`src/rtl/tamagotchi_defs.sv`:
```
// -----------------------------------------------------------------------------
// tamagotchi_defs
// Definitions shared by the pet behaviour FSM, the attribute controller and
// the display: the one-hot-ish 5-bit estado encodings, attribute limits and
// the activity timer geometry.
// -----------------------------------------------------------------------------
package tamagotchi_defs;

  // INTRO is all-zero so a cleared register is a legal, safe state.
  typedef enum logic [4:0] {
    INTRO      = 5'b00000,
    IDLE       = 5'b00001,
    DORMINDO   = 5'b00010,
    COMENDO    = 5'b00100,
    DANDO_AULA = 5'b01000,
    MORTO      = 5'b10000
  } estado_t;

  localparam logic [7:0] MAX_ATRIBUTO  = 8'd100;
  localparam logic [7:0] LIMIAR_ALERTA = 8'd20;

  localparam int                      LARG_DURACAO   = 24;
  localparam logic [LARG_DURACAO-1:0] DURACAO_PADRAO = 24'd12_000_000;

  // True for the three timed activity states.
  function automatic logic em_atividade(estado_t e);
    return (e == DORMINDO) || (e == COMENDO) || (e == DANDO_AULA);
  endfunction

endpackage

```
`src/rtl/controlador_estados_if.sv`:
```
// -----------------------------------------------------------------------------
// controlador_estados_if
// Bundle between the button pins / attribute controller (master side) and the
// pet behaviour FSM (slave side).
//   btn_start/btn_dormir/btn_comer/btn_aula : raw buttons, asynchronous to clk
//   fome/felicidade/sono                    : attributes, 0..100, clk domain
//   estado                                  : current pet state encoding
//   mudou                                   : 1-cycle pulse after estado change
//   alerta                                  : some attribute is low
//   timer                                   : activity timer, for observation
// There is no valid/ready handshake on this bus: every signal is a level that
// is meaningful on every clk cycle, and the FSM never back-pressures.
// -----------------------------------------------------------------------------
interface controlador_estados_if;
  import tamagotchi_defs::*;

  logic                    btn_start;
  logic                    btn_dormir;
  logic                    btn_comer;
  logic                    btn_aula;
  logic [7:0]              fome;
  logic [7:0]              felicidade;
  logic [7:0]              sono;
  logic [4:0]              estado;
  logic                    mudou;
  logic                    alerta;
  logic [LARG_DURACAO-1:0] timer;

  modport master (
    output btn_start, btn_dormir, btn_comer, btn_aula,
    output fome, felicidade, sono,
    input  estado, mudou, alerta, timer
  );

  modport slave (
    input  btn_start, btn_dormir, btn_comer, btn_aula,
    input  fome, felicidade, sono,
    output estado, mudou, alerta, timer
  );

endinterface

```
`src/rtl/detector_borda.sv`:
```
// -----------------------------------------------------------------------------
// detector_borda
// Two-flop synchronizer for a raw button followed by a rising-edge detector.
//   clk, rst_n : clock, async active-low reset
//   i_btn      : raw button level, asynchronous to clk
//   o_press    : 1-cycle pulse per synchronized rising edge
// Flops reset to 0, so releasing reset alone never looks like a press.
// -----------------------------------------------------------------------------
module detector_borda (
  input  logic clk,
  input  logic rst_n,
  input  logic i_btn,
  output logic o_press
);

  logic r_sync1;
  logic r_sync2;
  logic r_prev;

  always_ff @(posedge clk or negedge rst_n) begin
    if (!rst_n) begin
      r_sync1 <= 1'b0;
      r_sync2 <= 1'b0;
      r_prev  <= 1'b0;
    end else begin
      r_sync1 <= i_btn;
      r_sync2 <= r_sync1;
      r_prev  <= r_sync2;
    end
  end

  assign o_press = r_sync2 & ~r_prev;

endmodule

```
`src/rtl/controlador_estados.sv`:
```
// -----------------------------------------------------------------------------
// controlador_estados
// Pet behaviour FSM. Turns button presses into activity states, ends an
// activity when its attribute is full, on timeout or on a repeat press of the
// same button, and enters MORTO when any attribute reaches 0.
//   clk, rst_n : clock, async active-low reset
//   bus        : controlador_estados_if.slave (buttons, attributes in;
//                estado, mudou, alerta, timer out)
// Parameter DURACAO: maximum number of clk cycles spent in one activity.
// -----------------------------------------------------------------------------
module controlador_estados
  import tamagotchi_defs::*;
#(
  parameter logic [LARG_DURACAO-1:0] DURACAO = DURACAO_PADRAO
) (
  input  logic                  clk,
  input  logic                  rst_n,
  controlador_estados_if.slave  bus
);

  localparam logic [LARG_DURACAO-1:0] UM = 1;

  estado_t                 r_estado;
  estado_t                 w_estado_next;
  logic [LARG_DURACAO-1:0] r_timer;
  logic [LARG_DURACAO-1:0] w_timer_next;
  logic                    r_mudou;
  logic                    r_alerta;

  logic w_press_start;
  logic w_press_dormir;
  logic w_press_comer;
  logic w_press_aula;
  logic w_morte;
  logic w_baixo;
  logic w_timeout;

  detector_borda u_det_start  (.clk(clk), .rst_n(rst_n), .i_btn(bus.btn_start),  .o_press(w_press_start));
  detector_borda u_det_dormir (.clk(clk), .rst_n(rst_n), .i_btn(bus.btn_dormir), .o_press(w_press_dormir));
  detector_borda u_det_comer  (.clk(clk), .rst_n(rst_n), .i_btn(bus.btn_comer),  .o_press(w_press_comer));
  detector_borda u_det_aula   (.clk(clk), .rst_n(rst_n), .i_btn(bus.btn_aula),   .o_press(w_press_aula));

  assign w_morte   = (bus.fome == 8'd0) || (bus.felicidade == 8'd0) || (bus.sono == 8'd0);
  assign w_baixo   = (bus.fome < LIMIAR_ALERTA) || (bus.felicidade < LIMIAR_ALERTA) ||
                     (bus.sono < LIMIAR_ALERTA);
  assign w_timeout = (r_timer == (DURACAO - UM));

  // Next state. Death is tested first in every live state so it outranks
  // presses and timeouts arriving in the same cycle.
  always_comb begin
    w_estado_next = r_estado;
    case (r_estado)
      INTRO: begin
        if (w_press_start) w_estado_next = IDLE;
      end
      IDLE: begin
        if      (w_morte)        w_estado_next = MORTO;
        else if (w_press_dormir) w_estado_next = DORMINDO;
        else if (w_press_comer)  w_estado_next = COMENDO;
        else if (w_press_aula)   w_estado_next = DANDO_AULA;
      end
      DORMINDO: begin
        if (w_morte) w_estado_next = MORTO;
        else if ((bus.sono >= MAX_ATRIBUTO) || w_timeout || w_press_dormir) w_estado_next = IDLE;
      end
      COMENDO: begin
        if (w_morte) w_estado_next = MORTO;
        else if ((bus.fome >= MAX_ATRIBUTO) || w_timeout || w_press_comer) w_estado_next = IDLE;
      end
      DANDO_AULA: begin
        if (w_morte) w_estado_next = MORTO;
        else if ((bus.felicidade >= MAX_ATRIBUTO) || w_timeout || w_press_aula) w_estado_next = IDLE;
      end
      MORTO: begin
        if (w_press_start) w_estado_next = INTRO;
      end
      default: w_estado_next = INTRO;
    endcase
  end

  // Timer counts only while staying in the same activity; entering an
  // activity or being anywhere else leaves it at 0.
  always_comb begin
    w_timer_next = '0;
    if (em_atividade(w_estado_next) && (w_estado_next == r_estado)) begin
      w_timer_next = r_timer + UM;
    end
  end

  always_ff @(posedge clk or negedge rst_n) begin
    if (!rst_n) begin
      r_estado <= INTRO;
      r_timer  <= '0;
      r_mudou  <= 1'b0;
      r_alerta <= 1'b0;
    end else begin
      r_estado <= w_estado_next;
      r_timer  <= w_timer_next;
      r_mudou  <= (w_estado_next != r_estado);
      // Judged against the state being entered so alerta is already 0 in
      // the first cycle of INTRO/MORTO.
      r_alerta <= w_baixo && (w_estado_next != INTRO) && (w_estado_next != MORTO);
    end
  end

  assign bus.estado = r_estado;
  assign bus.timer  = r_timer;
  assign bus.mudou  = r_mudou;
  assign bus.alerta = r_alerta;

endmodule

```
`src/flat_wrapper.sv`:
```
// flat-port wrapper written by rule: the top's interface ports become plain ports
module controlador_estados_flat import tamagotchi_defs::*;
#(
  parameter logic [LARG_DURACAO-1:0] DURACAO = DURACAO_PADRAO
)
  (clk, rst_n, bus_btn_start, bus_btn_dormir, bus_btn_comer, bus_btn_aula, bus_fome, bus_felicidade, bus_sono, bus_estado, bus_mudou, bus_alerta, bus_timer);
  controlador_estados_if bus_i ();
  input  logic clk;
  input  logic rst_n;
  input wire logic [$bits(bus_i.btn_start)-1:0] bus_btn_start;
  input wire logic [$bits(bus_i.btn_dormir)-1:0] bus_btn_dormir;
  input wire logic [$bits(bus_i.btn_comer)-1:0] bus_btn_comer;
  input wire logic [$bits(bus_i.btn_aula)-1:0] bus_btn_aula;
  input wire logic [$bits(bus_i.fome)-1:0] bus_fome;
  input wire logic [$bits(bus_i.felicidade)-1:0] bus_felicidade;
  input wire logic [$bits(bus_i.sono)-1:0] bus_sono;
  output wire logic [$bits(bus_i.estado)-1:0] bus_estado;
  output wire logic [$bits(bus_i.mudou)-1:0] bus_mudou;
  output wire logic [$bits(bus_i.alerta)-1:0] bus_alerta;
  output wire logic [$bits(bus_i.timer)-1:0] bus_timer;
  assign bus_i.btn_start = bus_btn_start;
  assign bus_i.btn_dormir = bus_btn_dormir;
  assign bus_i.btn_comer = bus_btn_comer;
  assign bus_i.btn_aula = bus_btn_aula;
  assign bus_i.fome = bus_fome;
  assign bus_i.felicidade = bus_felicidade;
  assign bus_i.sono = bus_sono;
  assign bus_estado = bus_i.estado;
  assign bus_mudou = bus_i.mudou;
  assign bus_alerta = bus_i.alerta;
  assign bus_timer = bus_i.timer;
  controlador_estados #(.DURACAO(DURACAO)) u_core (.clk(clk), .rst_n(rst_n), .bus(bus_i));
endmodule
```
`config.mk`:
```
export PLATFORM = sky130hd
export DESIGN_NAME = controlador_estados_flat
export DESIGN_NICKNAME = d
export VERILOG_FILES = /design/src/rtl/tamagotchi_defs.sv /design/src/rtl/controlador_estados_if.sv /design/src/rtl/detector_borda.sv /design/src/rtl/controlador_estados.sv /design/src/flat_wrapper.sv
export SDC_FILE = /design/constraint.sdc
export NUM_CORES = 1
export LEC_CHECK = 0
export ABC_AREA = 0
export BUFFER_PORTS_ARGS = -buffer_cell sky130_fd_sc_hd__buf_2
export CAP_MARGIN = 20
export CORE_ASPECT_RATIO = 1.1
export CORE_MARGIN = 2
export CORE_UTILIZATION = 47
export DETAILED_ROUTE_END_ITERATION = 8
export HOLD_SLACK_MARGIN = 0.15
export PLACE_DENSITY = 0.86
export SLEW_MARGIN = 20
export SYNTH_ARGS = -nofsm -noshare
export SYNTH_HDL_FRONTEND = slang
export SYNTH_SLANG_ARGS = --single-unit
```
`constraint.sdc`:
```
create_clock -name clk -period 2.3 [get_ports clk]
set_clock_uncertainty 0.05 [all_clocks]
set_input_delay 0.115 -clock clk [delete_from_list [all_inputs] [get_ports clk]]
set_output_delay 0.115 -clock clk [all_outputs]
set_load 0.01 [all_outputs]
```
==> flow_metrics.py, run 1 <==
metrics = {
    "synthesis": {
        "async_flop_share": 1.000,
        "synth_warnings": 0,
        "synth_edf_count": 0,
        "syn_inst": 244,
        "synth.distinct_cells": 51,
        "syn_nets": 275,
        "synth_area_leaders": "dfrtp_1, nor2_1, xor2_1",
        "ys_ff_latch": 43,
        "yosysTopAreaCell": "dfrtp_1",
        "syn-cell-area_sq_um": 2301,
        "synth.top_cell.area_share": 0.4676,
        "synth_flop_cell": "dfrtp_1",
        "seq_area_frac_synth": 0.4676,
        "syn_avg_cell_area_sq_um": 9.430,
    },
    "sta": {
        "fmax_mhz": 451.2,
        "max-slew-margin-rel": 0.3771,
        "rsz0062_at_grt": "no",
        "hold_ws_ns": 0.1684,
        "setup_slack_ns": 0.08363,
        "period_minus_slack_ns": 2.216,
        "finalSetupTns_ns": 0,
        "worst_pin_slew_ns": 0.9344,
        "slew_viol_final": 0,
        "min_period_over_period": 0.9636,
        "setup_viol": 0,
        "final_hold_viol_count": 0,
    },
    "critical_path": {
        "critPathBufInv": 1,
        "critPathTopFamily": "compound AO/OA/AOI/OAI gates",
        "crit_path_end_kind": "register",
        "cp_cell_sequence": "buf_4 > maj3_2 > o21ai_2 > nand4_1 > o311a_1 > a2111o_1",
        "max_stage_delay_ns": 0.47,
        "critPathSlowestCell": "dfrtp_1",
        "rrSetupSlack_ns": 0.08,
        "required_ns": 2.43,
        "crit_path_start_kind": "register",
        "crit_arrival_ns": 2.35,
        "path_class": "register to register",
        "worstPathMaxFanout": 7,
    },
    "floorplan": {
        "die_w_um": 70.71,
        "io_pins": 61,
        "start_util": 0.4912,
        "rows": 26,
        "core_sq_um": 4684,
        "die_y_um": 77.39,
        "die-area_sq_um": 5472,
    },
    "finish": {
        "drive_above_1_share": 0.3160,
        "area_delta_synth_final_pct": 28.87,
        "fin_nets": 356,
        "layout_commonest_cell": "buf_2",
        "final_area_sq_um": 2965,
        "final_cell_mix": "buf_2, dfrtp_1, nor2_1, nand2_1, buf_4",
        "num_antenna_cells": 0,
    },
    "cts": {
        "insertion_delay_ns": 0.29,
        "cts_root_buffer": "clkbuf_8",
        "cts_buffer_depth": 2,
        "cts_buffers": 5,
        "tritoncts": "built",
        "clock-sinks": 43,
        "htreeDepth": 2,
        "clk_pin_slew_ns": 0.09,
    },
    "grt": {
        "grt_max_degree": 44,
        "grt_pass1_wl_um": 9756,
        "grt_usage": 0.2204,
        "gr-total-overflow": 0,
        "grt_pass1_vias": 2058,
        "antenna_found_initial": 0,
    },
    "power_and_ir_drop": {
        "leakagePower_nw": 1.378,
        "powerDensity_nw_per_um2": 669.2,
        "vdd_ir_drop_max_mv": 0.4512,
    },
    "place": {
        "gp_congestion": 0.8897,
        "hpwlAfterDp_um": 4061,
        "io_buffers": 60,
        "pre_cts_slack_ns": 0.05116,
        "place_area_sq_um": 2770,
    },
    "routing": {
        "postRouteAntennaNets": 0,
        "vias": 2125,
        "drtPass1Iterations": 4,
        "wl_per_cell_um": 14.71,
        "viasPerCell": 5.563,
        "drtIter0Drc": 129,
        "post-route-drc-count": 0,
        "finalWirelength_um": 5618,
    },
    "worst_hold_path": {
        "holdCritPathClass": "input pin to register",
    },
    "flow_run": {
        "cap_viol_max_count": 0,
    },
    "status": {
        "status": "complete, no violations",
    },
}
## through the flow
stage                     std cells  utilization  power, mW
after floorplan                 244            -      1.125
after global placement          369       0.5913      1.283
after detailed placement        369       0.5913      1.287
after CTS                       382       0.6303      1.984
after global routing            382       0.6330      2.073
final                           382       0.6330      1.984
## kinds of logic (layout without fill, tap and decap cells)
kind of cell,Yosys count,count (layout),share of synthesized area
AOI/OAI and AO/OA,34,34,0.1120
xor gates and xnor gates,21,21,0.07994
adders and majority gates,2,2,0.01033
buffers and inverters,16,98,0.03425
DFF,43,43,0.4676
and+or+nand+nor,128,128,0.2958
## synth_stat cells, types with 2 or more instances
cell type and number:
xor2_1 12, nor2_1 40, buf_2 3, clkbuf_1 4, dfrtp_1 43, a21oi_1 5
inv_1 6, nor4bb_1 2, nand3_1 10, nand4_1 6, nor3_1 13, o21ai_0 9
or4_1 2, o21ai_1 2, or2_2 3, and3_1 5, buf_6 2, xnor2_1 9
nor4b_1 2, nand2b_1 5, o311a_1 4, nor4_1 2, a2111o_1 2, and4_1 3
or3_1 3, a22oi_1 2, nor2b_1 3, nand2_1 19
## report_power, final
part           internal (mW)  leakage (nW)  switching, mW
sequential             0.793         0.569         0.0291
combinational          0.219         0.744          0.246
clock                  0.434        0.0654          0.263
## what timing repair did
item                                    in CTS  in global routing
buffers inserted                             0                  0
hold buffers                                 5                  0
endpoints found under the setup margin       0                  2
endpoints found under the hold margin       47                  0
resized for setup                            0                  4
## per-layer routing
layer	GRT usage	wire, um	up-vias
li1	-	-	1030
met1	0.2939	2503	1021
met2	0.3682	2834	66
met3	0.03636	214	8
met4	0.06792	65	0
met5	0	0	-
## flip-flops by register name (all words and copies together) (netlist names)
register,flops
u_core.bus.alerta,1
u_core.bus.estado,5
u_core.bus.mudou,1
u_core.bus.timer,24
u_core.u_det_aula.r_prev,1
u_core.u_det_aula.r_sync1,1
u_core.u_det_aula.r_sync2,1
u_core.u_det_comer.r_prev,1
u_core.u_det_comer.r_sync1,1
u_core.u_det_comer.r_sync2,1
u_core.u_det_dormir.r_prev,1
u_core.u_det_dormir.r_sync1,1
u_core.u_det_dormir.r_sync2,1
u_core.u_det_start.r_prev,1
u_core.u_det_start.r_sync1,1
u_core.u_det_start.r_sync2,1
## worst paths after layout
| kind | end | from | cells after the start |
|---|---|---|---|
| setup / recovery | u_core.bus.mudou | u_core.bus.estado[4] | 6 |
| hold / removal | u_core.bus.alerta | bus_felicidade[7] | 5 |
| setup reg to reg | u_core.bus.mudou | u_core.bus.estado[4] | 6 |
| hold reg to reg | u_core.u_det_aula.r_sync2 | u_core.u_det_aula.r_sync1 | 0 |
| max in group asynchronous | u_core.bus.timer[19] | rst_n | 2 |
| min in group asynchronous | u_core.bus.timer[6] | rst_n | 2 |
## worst reg2reg max path, stage by stage, from the launching register on
cell and delay (ns):
dfrtp_1 0.47, buf_4 0.19, maj3_2 0.32, o21ai_2 0.16, nand4_1 0.18, o311a_1 0.37, a2111o_1 0.37
## cell type report
type                    count  area [sq um]
clock inverters             2         60.06
well taps                  56         70.07
multi-input cells         185          1175
flip-flops and latches     43          1076
clock buffers               6         72.57
repair buffers             83         485.5
fillers                   403          1719
inverters                   7         26.28
Power figures use the tool's default switching activity.
==> run 2: changes to the inputs <==
- RECOVER_POWER: not set -> 25
==> run 2 against run 1 <==
Setup slack about the same. Count of clock-buffer cells in the layout stayed put. Via count shrank 0.52%. Clock power is essentially flat. Fmax about the same. Sequential share of layout area grew 0.26 points. Wire length fell by 0.27%. Critical endpoint unchanged. Largest cell class unchanged. Highest routed layer unchanged.
==> flow_metrics.py, run 2 (synthesis results as in run 1) <==
metrics = {
    "routing": {
        "wl_per_cell_um": 14.67,
        "drtPass1Iterations": 4,
        "drtIter0Drc": 152,
        "vias": 2114,
        "viasPerCell": 5.534,
        "postRouteAntennaNets": 0,
        "post-route-drc-count": 0,
        "finalWirelength_um": 5603,
    },
    "sta": {
        "worst_pin_slew_ns": 0.9343,
        "slew_viol_final": 0,
        "min_period_over_period": 0.9636,
        "rsz0062_at_grt": "no",
        "period_minus_slack_ns": 2.216,
        "setup_viol": 0,
        "finalSetupTns_ns": 0,
        "fmax_mhz": 451.2,
        "final_hold_viol_count": 0,
        "max-slew-margin-rel": 0.3771,
    },
    "flow_run": {
        "cap_viol_max_count": 0,
    },
    "finish": {
        "drive_above_1_share": 0.2638,
        "largest_register_ff_count": 24,
        "num_antenna_cells": 0,
        "final_cell_mix": "buf_2, dfrtp_1, nor2_1, nand2_1",
        "layout.cells.non_filler": 382,
        "area_delta_synth_final_pct": 27.95,
        "fin_nets": 356,
        "num-fill-cells": 408,
    },
    "critical_path": {
        "worstPathMaxFanout": 7,
        "critPathSlowestCell": "dfrtp_1",
        "required_ns": 2.43,
        "crit_path_end_kind": "register",
        "path_class": "register to register",
        "max_stage_delay_ns": 0.47,
        "crit_arrival_ns": 2.35,
        "crit_path_start_kind": "register",
        "rrSetupSlack_ns": 0.08,
        "cp_cell_sequence": "buf_4 > maj3_2 > o21ai_2 > nand4_1 > o311a_1 > a2111o_1",
    },
    "power_and_ir_drop": {
        "p_sw_frac": 0.2719,
        "leakagePower_nw": 1.305,
        "clockPowerShare": 0.352,
        "pwr-share-comb": 0.233,
        "intPower_mw": 1.443,
        "vdd_ir_drop_max_mv": 0.4517,
        "powerDensity_nw_per_um2": 673.3,
        "p_sw_uw": 539.0,
        "pwr-share-seq": 0.415,
    },
    "grt": {
        "grt_pass1_wl_um": 9756,
        "grt_max_degree": 44,
        "gr-total-overflow": 0,
        "grt_pass1_vias": 2058,
        "grt_usage": 0.2204,
        "antenna_found_initial": 0,
    },
    "place": {
        "io_buffers": 60,
        "gp_congestion": 0.8897,
        "placedCellCount": 369,
        "hpwlAfterDp_um": 4061,
    },
    "floorplan": {
        "die_y_um": 77.39,
        "io_pins": 61,
        "die_w_um": 70.71,
        "rows": 26,
        "die-area_sq_um": 5472,
        "start_util": 0.4912,
        "core_sq_um": 4684,
    },
    "cts": {
        "cts_root_buffer": "clkbuf_8",
        "clock-sinks": 43,
        "cts_buffer_depth": 2,
        "htreeDepth": 2,
        "tritoncts": "built",
        "postCtsSetupBuffers": 0,
        "cts_buffers": 5,
        "insertion_delay_ns": 0.29,
        "clk_pin_slew_ns": 0.09,
    },
    "worst_hold_path": {
        "holdCritPathClass": "input pin to register",
    },
    "status": {
        "status": "complete, no violations",
    },
}
-- run 2: cell types whose count changed in the layout (fill, tap and decap cells not counted) --
cell | before | now
buf_2 | 60 | 43
clkbuf_1 | 1 | 18
-- run 2: metrics by stage --
| stage | power (mW) | hold WS [ns] | cell area (sq um) | setup slack, ns | utilization |
|---|---|---|---|---|---|
| floorplan | 1.125 | -0.2306 | 2317 | 0.003208 | - |
| global placement | 1.283 | 0.1725 | 2770 | 0.07643 | 0.5913 |
| detailed placement | 1.287 | 0.1747 | 2770 | 0.05116 | 0.5913 |
| CTS | 1.984 | 0.1673 | 2953 | 0.02836 | 0.6303 |
| global route | 2.069 | 0.1791 | 2944 | 0.0001459 | 0.6285 |
| finish | 1.982 | 0.1672 | 2944 | 0.08368 | 0.6285 |
-- run 2: worst paths after layout --
path,start,to,depth (start not counted)
min in group asynchronous,rst_n,u_core.bus.timer[6],2
setup / recovery,u_core.bus.estado[4],u_core.bus.mudou,6
max in group asynchronous,rst_n,u_core.u_det_start.r_prev,2
hold reg to reg,u_core.u_det_aula.r_sync1,u_core.u_det_aula.r_sync2,0
setup reg to reg,u_core.bus.estado[4],u_core.bus.mudou,6
hold / removal,bus_felicidade[7],u_core.bus.alerta,5
-- run 2: worst max-delay path, delay by kind of cell, from the launching register on --
kind / cells / cell delay [ns]
compound gates: 3 / 0.90
buf+inv: 1 / 0.19
flops: 1 / 0.47
fa+ha+maj: 1 / 0.32
simple gates: 1 / 0.18
-- run 2: power by group through the flow --
stage	registers (mW)	clock network [mW]	logic (mW)
finish	0.823	0.698	0.462
CTS	0.822	0.702	0.460
floorplan	0.841	0	0.284
global route	0.829	0.734	0.507
detailed placement	0.837	0	0.450
global placement	0.833	0	0.450
-- run 2: routing by layer --
layer  part of all wire  vias up  global-route usage  routed length (um)
li1                   -     1029                   -                   -
met3              0.040       10             0.03636                 222
met4              0.016        0             0.06792                  87
met5                  0        -                   0                   0
met1               0.45     1016              0.2939                2494
met2               0.50       59              0.3682                2799
-- run 2: layout make-up --
cell class	instances	area, sq um	share of cell area
sequential	43	1076	0.3655
inverter	7	26.28	0.008925
tap	56	70.07	0.02380
clock inverter	2	60.06	0.02040
clock buffer	6	72.57	0.02465
timing repair buffer	83	464.2	0.1577
multi-input combinational	185	1175	0.3991
-- run 2: timing repair --
action,4_1_cts,5_1_grt
hold endpoints to repair,47,0
hold buffers,5,0
resized for setup,0,4
endpoints found under the setup margin,0,2
==> run 3: changes to the inputs <==
- PLACE_DENSITY: 0.86 -> 0.78
==> run 3 against run 2 <==
Power fell by 12%. Hold slack improved by 0.023 ns. Cell count fell by 0.79%. Critical path type unchanged. Fmax rose by 0.31%. Highest routed layer unchanged.
==> flow_metrics.py, run 3 (synthesis results as in run 1) <==
metrics = {
    "status": {
        "status": "complete, no violations",
    },
    "cts": {
        "clk_pin_slew_ns": 0.08,
        "cts_buffers": 5,
        "tritoncts": "built",
        "insertion_delay_ns": 0.30,
        "clock-sinks": 43,
        "htreeDepth": 2,
        "cts_buffer_depth": 2,
        "cts_root_buffer": "clkbuf_8",
    },
    "place": {
        "hpwlAfterDp_um": 4034,
        "io_buffers": 60,
        "place_area_sq_um": 2748,
        "gp_congestion": 0.9669,
    },
    "sta": {
        "period_minus_slack_ns": 2.209,
        "final_hold_viol_count": 0,
        "max-slew-margin-rel": 0.3996,
        "setup_viol": 0,
        "slew_viol_final": 0,
        "rsz0062_at_grt": "yes",
        "hold_ws_ns": 0.1898,
        "worst_pin_slew_ns": 0.9006,
        "finalSetupTns_ns": 0,
        "fmax_mhz": 452.6,
        "min_period_over_period": 0.9606,
    },
    "finish": {
        "drive_above_1_share": 0.2663,
        "final_area_sq_um": 2892,
        "num_antenna_cells": 0,
        "fin_util": 0.6173,
        "seqCellArea_sq_um": 1077,
        "final_cell_mix": "buf_2, dfrtp_1, nor2_1, nand2_1, clkbuf_1",
        "multi_input_area_sq_um": 1189,
        "layout_commonest_cell": "buf_2",
        "fin_nets": 353,
        "num-fill-cells": 423,
        "area_delta_synth_final_pct": 25.67,
        "largest_register_ff_count": 24,
    },
    "floorplan": {
        "die_y_um": 77.39,
        "rows": 26,
        "start_util": 0.4912,
        "io_pins": 61,
        "die-area_sq_um": 5472,
        "core_sq_um": 4684,
        "die_w_um": 70.71,
    },
    "grt": {
        "grt_max_degree": 44,
        "gr-total-overflow": 0,
        "grt_pass1_wl_um": 9363,
        "grt_usage": 0.2130,
        "grt_pass1_vias": 2057,
        "antenna_found_initial": 0,
    },
    "critical_path": {
        "crit_path_end_kind": "register",
        "required_ns": 2.43,
        "crit_path_start_kind": "register",
        "path_class": "register to register",
        "crit_arrival_ns": 2.34,
        "worstPathMaxFanout": 8,
    },
    "routing": {
        "post-route-drc-count": 0,
        "vias": 2067,
        "wl_per_cell_um": 14.34,
        "postRouteAntennaNets": 0,
        "drtPass1Iterations": 5,
        "finalWirelength_um": 5436,
        "drtIter0Drc": 181,
        "viasPerCell": 5.454,
    },
    "power_and_ir_drop": {
        "powerDensity_nw_per_um2": 602.8,
        "vdd_ir_drop_max_mv": 0.4318,
        "leakagePower_nw": 1.272,
        "total_power_mw": 1.743,
    },
    "worst_hold_path": {
        "holdCritPathClass": "input pin to register",
    },
    "flow_run": {
        "cap_viol_max_count": 0,
    },
}
## run 3: area by class of cell
cell class              count  share of cell area
clock buffers               6             0.02510
clock inverters             2            0.004327
inverters                   7            0.009087
multi-input cells         185              0.4111
flip-flops and latches     43              0.3726
well taps                  56             0.02423
repair buffers             80              0.1536
## run 3: per-layer routing
| metal | GRT usage | vias to the layer above | share of wire |
|---|---|---|---|
| met3 | 0.04286 | 4 | 0.052 |
| met1 | 0.2811 | 988 | 0.45 |
| met2 | 0.3495 | 56 | 0.48 |
| met5 | 0 | - | 0 |
| met4 | 0.07358 | 0 | 0.0097 |
| li1 | - | 1019 | - |
## run 3: repair_timing
item / CTS / global route
endpoints found under the setup margin: 0 / 2
resized for setup: 0 / 6
endpoints found under the hold margin: 47 / 0
hold buffers: 5 / 0
setup buffers: 0 / 0
## run 3: through the flow
step	setup slack, ns	instances
2_1_floorplan	0.003208	244
3_3_place_gp	0.1101	366
3_5_place_dp	0.03267	366
4_1_cts	0.01253	379
5_1_grt	-0.003128	379
6_report	0.09063	379
## run 3: worst paths after layout
kind,cells past startpoint,endpoint,start,slack [ns]
worst max-delay path,6,u_core.bus.mudou,u_core.bus.estado[3],0.09
worst min-delay path,5,u_core.bus.alerta,bus_felicidade[6],0.19
worst max register to register,6,u_core.bus.mudou,u_core.bus.estado[3],0.09
worst min register to register,0,u_core.u_det_dormir.r_sync2,u_core.u_det_dormir.r_sync1,0.30
max in group asynchronous,2,u_core.bus.estado[3],rst_n,1.15
min in group asynchronous,2,u_core.u_det_start.r_sync1,rst_n,0.44
## run 3: critical path: stages, from the launching register on
cell and delay, ns:
dfrtp_2 0.45, nand2b_1 0.17, or4_4 0.56, or3_4 0.41
clkinv_1 0.05, o21ai_1 0.06, a2111o_1 0.33
## run 3: where the power goes
group | switching (mW) | total, mW | internal, mW
logic | 0.247 | 0.458 | 0.211
registers | 0.0277 | 0.822 | 0.794
clock network | 0.252 | 0.464 | 0.212
